<file path="src/rtl/mac_feeder.sv">
// Issue side of a 4-lane MAC datapath: buffers packed a/b vectors in a small FIFO and
// serializes them into an external MAC, feeding the MAC result back as the next c.
module mac_feeder #(
  parameter int bw      = 4,
  parameter int psum_bw = 16,
  parameter int DEPTH   = 4,
  parameter int MAC_LAT = 1
) (
  input  logic               clk,
  input  logic               reset_n,
  input  logic               start,
  input  logic [7:0]         len,
  input  logic               in_valid,
  output logic               in_ready,
  input  logic [4*bw-1:0]    in_a,
  input  logic [4*bw-1:0]    in_b,
  output logic [bw-1:0]      a0,
  output logic [bw-1:0]      a1,
  output logic [bw-1:0]      a2,
  output logic [bw-1:0]      a3,
  output logic [bw-1:0]      b0,
  output logic [bw-1:0]      b1,
  output logic [bw-1:0]      b2,
  output logic [bw-1:0]      b3,
  output logic [psum_bw-1:0] c,
  input  logic [psum_bw-1:0] mac_out,
  output logic [psum_bw-1:0] psum_out,
  output logic               psum_valid,
  output logic               busy
);

  localparam int AW = (DEPTH > 1) ? $clog2(DEPTH) : 1;
  localparam int WW = (MAC_LAT > 1) ? $clog2(MAC_LAT) : 1;
  localparam logic [AW:0]   FULL_CNT = (AW+1)'(DEPTH);
  localparam logic [WW-1:0] WAIT_END = WW'(MAC_LAT - 1);

  typedef enum logic [1:0] {
    IDLE = 2'd0,
    LOAD = 2'd1,
    WAIT = 2'd2,
    DONE = 2'd3
  } state_t;

  state_t state_q, state_d;

  logic [4*bw-1:0]    fa_q [DEPTH];
  logic [4*bw-1:0]    fb_q [DEPTH];
  logic [AW-1:0]      wr_ptr_q, rd_ptr_q;
  logic [AW:0]        count_q;
  logic               push_s, pop_s;

  logic [7:0]         len_q, len_d;
  logic [7:0]         cnt_q, cnt_d, cnt_inc_s;
  logic [WW-1:0]      wcnt_q, wcnt_d;
  logic [psum_bw-1:0] acc_q, acc_d;
  logic [4*bw-1:0]    opa_q, opa_d, opb_q, opb_d;
  logic [psum_bw-1:0] c_q, c_d, psum_q, psum_d;
  logic               pv_q, pv_d, busy_q, busy_d;

  // A freed slot only becomes visible the cycle after the pop, since in_ready decodes count_q.
  assign in_ready  = (count_q != FULL_CNT);
  assign push_s    = in_valid && in_ready;
  assign pop_s     = (state_q == LOAD) && (count_q != '0);
  assign cnt_inc_s = cnt_q + 8'd1;

  // FIFO storage, pointers and occupancy
  always_ff @(posedge clk or negedge reset_n) begin
    if (!reset_n) begin
      for (int i = 0; i < DEPTH; i++) begin
        fa_q[i] <= '0;
        fb_q[i] <= '0;
      end
      wr_ptr_q <= '0;
      rd_ptr_q <= '0;
      count_q  <= '0;
    end else begin
      if (push_s) begin
        fa_q[wr_ptr_q] <= in_a;
        fb_q[wr_ptr_q] <= in_b;
        wr_ptr_q       <= wr_ptr_q + AW'(1);
      end
      if (pop_s) begin
        rd_ptr_q <= rd_ptr_q + AW'(1);
      end
      case ({push_s, pop_s})
        2'b10:   count_q <= count_q + (AW+1)'(1);
        2'b01:   count_q <= count_q - (AW+1)'(1);
        default: count_q <= count_q;
      endcase
    end
  end

  // Next-state and datapath-register decode for the issue FSM
  always_comb begin
    state_d = state_q;
    len_d   = len_q;
    cnt_d   = cnt_q;
    wcnt_d  = wcnt_q;
    acc_d   = acc_q;
    opa_d   = opa_q;
    opb_d   = opb_q;
    c_d     = c_q;
    psum_d  = psum_q;
    pv_d    = 1'b0;
    case (state_q)
      IDLE: begin
        if (start) begin
          len_d   = len;
          acc_d   = '0;
          cnt_d   = 8'd0;
          state_d = (len != 8'd0) ? LOAD : DONE;
        end else begin
          state_d = IDLE;
        end
      end
      LOAD: begin
        if (count_q != '0) begin
          opa_d   = fa_q[rd_ptr_q];
          opb_d   = fb_q[rd_ptr_q];
          c_d     = acc_q;
          wcnt_d  = '0;
          state_d = WAIT;
        end else begin
          state_d = LOAD;
        end
      end
      WAIT: begin
        wcnt_d = wcnt_q + WW'(1);
        if (wcnt_q == WAIT_END) begin
          acc_d   = mac_out;
          cnt_d   = cnt_inc_s;
          state_d = (cnt_inc_s == len_q) ? DONE : LOAD;
        end else begin
          state_d = WAIT;
        end
      end
      DONE: begin
        psum_d  = acc_q;
        pv_d    = 1'b1;
        opa_d   = '0;
        opb_d   = '0;
        c_d     = '0;
        state_d = IDLE;
      end
      default: begin
        state_d = IDLE;
      end
    endcase
    busy_d = (state_d != IDLE);
  end

  // FSM and output registers
  always_ff @(posedge clk or negedge reset_n) begin
    if (!reset_n) begin
      state_q <= IDLE;
      len_q   <= 8'd0;
      cnt_q   <= 8'd0;
      wcnt_q  <= '0;
      acc_q   <= '0;
      opa_q   <= '0;
      opb_q   <= '0;
      c_q     <= '0;
      psum_q  <= '0;
      pv_q    <= 1'b0;
      busy_q  <= 1'b0;
    end else begin
      state_q <= state_d;
      len_q   <= len_d;
      cnt_q   <= cnt_d;
      wcnt_q  <= wcnt_d;
      acc_q   <= acc_d;
      opa_q   <= opa_d;
      opb_q   <= opb_d;
      c_q     <= c_d;
      psum_q  <= psum_d;
      pv_q    <= pv_d;
      busy_q  <= busy_d;
    end
  end

  assign a0 = opa_q[bw-1:0];
  assign a1 = opa_q[2*bw-1:bw];
  assign a2 = opa_q[3*bw-1:2*bw];
  assign a3 = opa_q[4*bw-1:3*bw];
  assign b0 = opb_q[bw-1:0];
  assign b1 = opb_q[2*bw-1:bw];
  assign b2 = opb_q[3*bw-1:2*bw];
  assign b3 = opb_q[4*bw-1:3*bw];
  assign c          = c_q;
  assign psum_out   = psum_q;
  assign psum_valid = pv_q;
  assign busy       = busy_q;

endmodule

</file>
<file path="config.mk">
export PLATFORM = sky130hd
export DESIGN_NAME = mac_feeder
export DESIGN_NICKNAME = d
export VERILOG_FILES = /design/src/rtl/mac_feeder.sv
export SDC_FILE = /design/constraint.sdc
export NUM_CORES = 1
export LEC_CHECK = 0
export ABC_AREA = 1
export BUFFER_PORTS_ARGS = -buffer_cell sky130_fd_sc_hd__buf_2
export CORE_MARGIN = 2
export CORE_UTILIZATION = 30
export CTS_CLUSTER_DIAMETER = 50
export DETAILED_ROUTE_END_ITERATION = 8
export SYNTH_ARGS = -nofsm -noshare
export SYNTH_HDL_FRONTEND = slang
export SYNTH_SLANG_ARGS = --single-unit
</file>
<file path="constraint.sdc">
create_clock -name clk -period 2 [get_ports clk]
set_input_delay 0.1 -clock clk [delete_from_list [all_inputs] [get_ports clk]]
set_output_delay 0.1 -clock clk [all_outputs]
set_load 0.01 [all_outputs]
</file>
==> reports/results.tsv <==
stage	metric	value	unit
cts	post-cts-setup-buffer-count	0	
yosys	synth-edff-count	0	
grt	grt_pass1_wl	42590	µm
worst_setup_path	required	2.37	ns
sta	fin_tns_setup	0	ns
power_and_ir_drop	p_per_area	1611	mW/mm²
route	via_count	7739	
yosys	synth_flop_cell	dfrtp_1	
power_and_ir_drop	p_total	21.41	mW
sta	final-setup-viol-count	0	
route	route.detailed.wl_per_inst	15.82	µm
die	start_util	30.52	%
die	die_h	188.9	µm
cts	root_buffer	clkbuf_16	
worst_setup_path	critPathMaxStageDelay	0.39	ns
yosys	synth_area	0.01026	mm²
die	rows	67	
sta	fmax	539.7	MHz
cts	tritoncts	yes	
route	drc	0	
grt	grt_pass1_vias	8082	
placement	port_buffers	126	
placement	place_area	0.01157	mm²
cells_and_area	drive_gt1_share	29.97	%
power_and_ir_drop	p_leak	6.037	nW
yosys	synth.net_count	1026	
power_and_ir_drop	ir_drop	0.6911	mV
cts	cts_sinks	236	
sta	max-slew-margin-rel	60.75	%
worst_setup_path	critPathMaxFanout	3	
cts	cts_buffers	35	
run	drv_cap	0	
worst_setup_path	start_kind	register	
cts	clk_path_buf_depth	3	
sta	fin_crit	1.853	ns
worst_setup_path	critPathTopFamily	adder cells	
worst_setup_path	crit_slowest_cell	fa_1	
yosys	async_reset_ff_share	100.0	%
cells_and_area	areaGrowthSynthToFinish	29.53	%
worst_setup_path	worstSetupPathType	reg2reg	
route	ant_nets	0	
cells_and_area	fin_cells	1629	
yosys	yosysSeqAreaShare	57.55	%
yosys	synth_cell_type_count	37	
worst_setup_path	path_cells	inv_1, nand3_2, nand2_4, inv_1, ha_1, inv_1, fa_1, a21oi_1, o21ai_0, xor2_1	
grt	antenna_found_initial	1	
sta	worst_pin_slew	0.5887	ns
route	wl	25770	µm
yosys	synth.avg_cell_area	10.70	µm²
sta	rsz0062_at_grt	no	
placement	place_inst	1509	
cts	cts_max_level	2	
outcome	status	complete, no violations	
grt	overflow	0	
cells_and_area	register_area	0.005907	mm²
sta	finalCritPeriodShare	92.65	%
worst_setup_path	cp.arrival	2.22	ns
grt	grt_max_degree	99	
yosys	synth-seq-cells	236	
die	core_area	0.03362	mm²
cells_and_area	nets	1222	
sta	holdWs	0.09468	ns
cts	clk_latency	0.50	ns
worst_setup_path	crit_top_cell	inv_1	
sta	finalClockSkew	0.01759	ns
cells_and_area	antenna_cells	0	
die	die_w	188.9	µm
die	ios	127	
cells_and_area	final_cell_area	0.01329	mm²
min_path	worstHoldPathType	in2reg	
grt	gr-usage-all-layers	14.61	%
route	post_drt_via_cell_ratio	4.751	
placement	finalWeightedCongestion	0.7756	
sta	slew_violations	0	
worst_setup_path	path_buf_inv	3	
yosys	synth_cells	959	
yosys	synth.yosys.warnings	0	
worst_setup_path	cp-end-kind	register	
route	drt-initial-drc-count	323	
cells_and_area	fillers	3246	
die	die-area	0.03570	mm²
route	first_pass_iters	5	
cells_and_area	multiInputGateArea	0.003760	mm²
placement	dp_hpwl	15780	µm
cts	cts.clk_slew.worst_paths	0.05	ns
sta	hold_viol_final	0	
==> synth_stat cells (2+ instances only) <==
cell type,n,share of area [%]
dfrtp_1,236,58
nand2_1,118,4.3
o21ai_0,114,5.6
a21oi_1,103,5.0
mux2_2,93,10
inv_1,78,2.9
nand3_1,48,2.3
a32o_1,32,3.1
clkbuf_1,32,1.2
nor2_1,16,0.59
buf_2,12,0.59
buf_4,10,0.73
nand3_2,9,0.88
o21ai_2,9,0.77
ha_1,6,0.73
inv_2,6,0.22
mux2_1,6,0.66
nor2_4,5,0.55
xor2_1,4,0.34
buf_1,3,0.11
nand2_4,2,0.22
xnor2_1,2,0.17
==> logic make-up (layout without fill, tap and decap cells) <==
kind of cell	count (synthesis)	after routing	synth area share, %
AO/OA/AOI/OAI	262	262	14.72
flip-flops	236	236	57.55
AND/OR/NAND/NOR	205	205	9.450
buffers and inverters	144	366	5.975
multiplexers	99	99	10.86
adder cells (fa/ha/maj)	7	7	0.9267
XOR/XNOR	6	6	0.5121
==> worst reg2reg max path, stage by stage, from the launching register on <==
cell and delay, ns:
dfrtp_1 0.37, inv_1 0.09, nand3_2 0.12, nand2_4 0.07, inv_1 0.07, ha_1 0.14
inv_1 0.07, fa_1 0.39, a21oi_1 0.15, o21ai_0 0.11, xor2_1 0.16
==> layer usage <==
layer,share of wire [%],up-vias,track usage (%)
met4,2.1,2,3.966
met1,45,3801,18.84
li1,-,3687,-
met2,47,201,24.33
met3,6.5,48,3.744
met5,0.062,-,0
==> path summary, 6_finish.rpt <==
kind | from | to | slack (ns) | cells after the start
worst min register to register | count_q[1] | count_q[1] | 0.48 | 2
worst max register to register | count_q[2] | count_q[2] | 0.15 | 10
worst min-delay path | in_valid | wr_ptr_q[0] | 0.09 | 4
worst max-delay path | count_q[2] | count_q[2] | 0.15 | 10
min in group asynchronous | reset_n | c[15] | 0.11 | 2
max in group asynchronous | reset_n | fb_q[53] | 1.13 | 3
==> cells in the final DEF (no fill, tap or decap), types with 15 or more instances in the layout <==
cell / n
inv_1: 78
nor2_1: 15
buf_2: 125
dfrtp_1: 235
buf_4: 26
clkbuf_16: 36
a32o_1: 32
dlygate4sd3_1: 57
a21oi_1: 103
nand3_1: 47
mux2_2: 93
o21ai_0: 114
nand2_1: 116
==> sequential cells by signal, indices dropped and copies added, names as in the netlist <==
signal / flops
acc_q: 16
busy: 1
c: 16
cnt_q: 8
count_q: 3
fa_q: 64
fb_q: 64
len_q: 8
opa_q: 16
opb_q: 16
psum_out: 16
psum_valid: 1
rd_ptr_q: 2
state_q: 2
wcnt_q: 1
wr_ptr_q: 2
==> per-stage QoR <==
step / util (%) / worst slack (ns)
after global placement: 34.43 / 0.1353
after global routing: 39.54 / 0.02411
after CTS: 39.52 / 0.09413
after floorplan: - / 0.02405
after detailed placement: 34.43 / 0.1113
final: 39.54 / 0.1470
==> report_power, final <==
part / switching, mW / internal [mW]
Sequential: 0.949 / 6.88
Clock: 2.29 / 3.58
Combinational: 4.37 / 3.34
==> layout make-up <==
class	instances	area share, %
well taps	448	4.217
clock inverters	18	1.111
repair buffers	219	12.09
flip-flops and latches	236	44.44
clock buffers	45	7.484
multi-input cells	579	28.29
inverters	84	2.372
==> repair_timing <==
action                                  4_1_cts  5_1_grt
endpoints found under the hold margin       212        0
gates resized for setup                       0        1
endpoints found under the setup margin        0        1
hold buffers                                 57        0
Power figures use the tool's default switching activity.
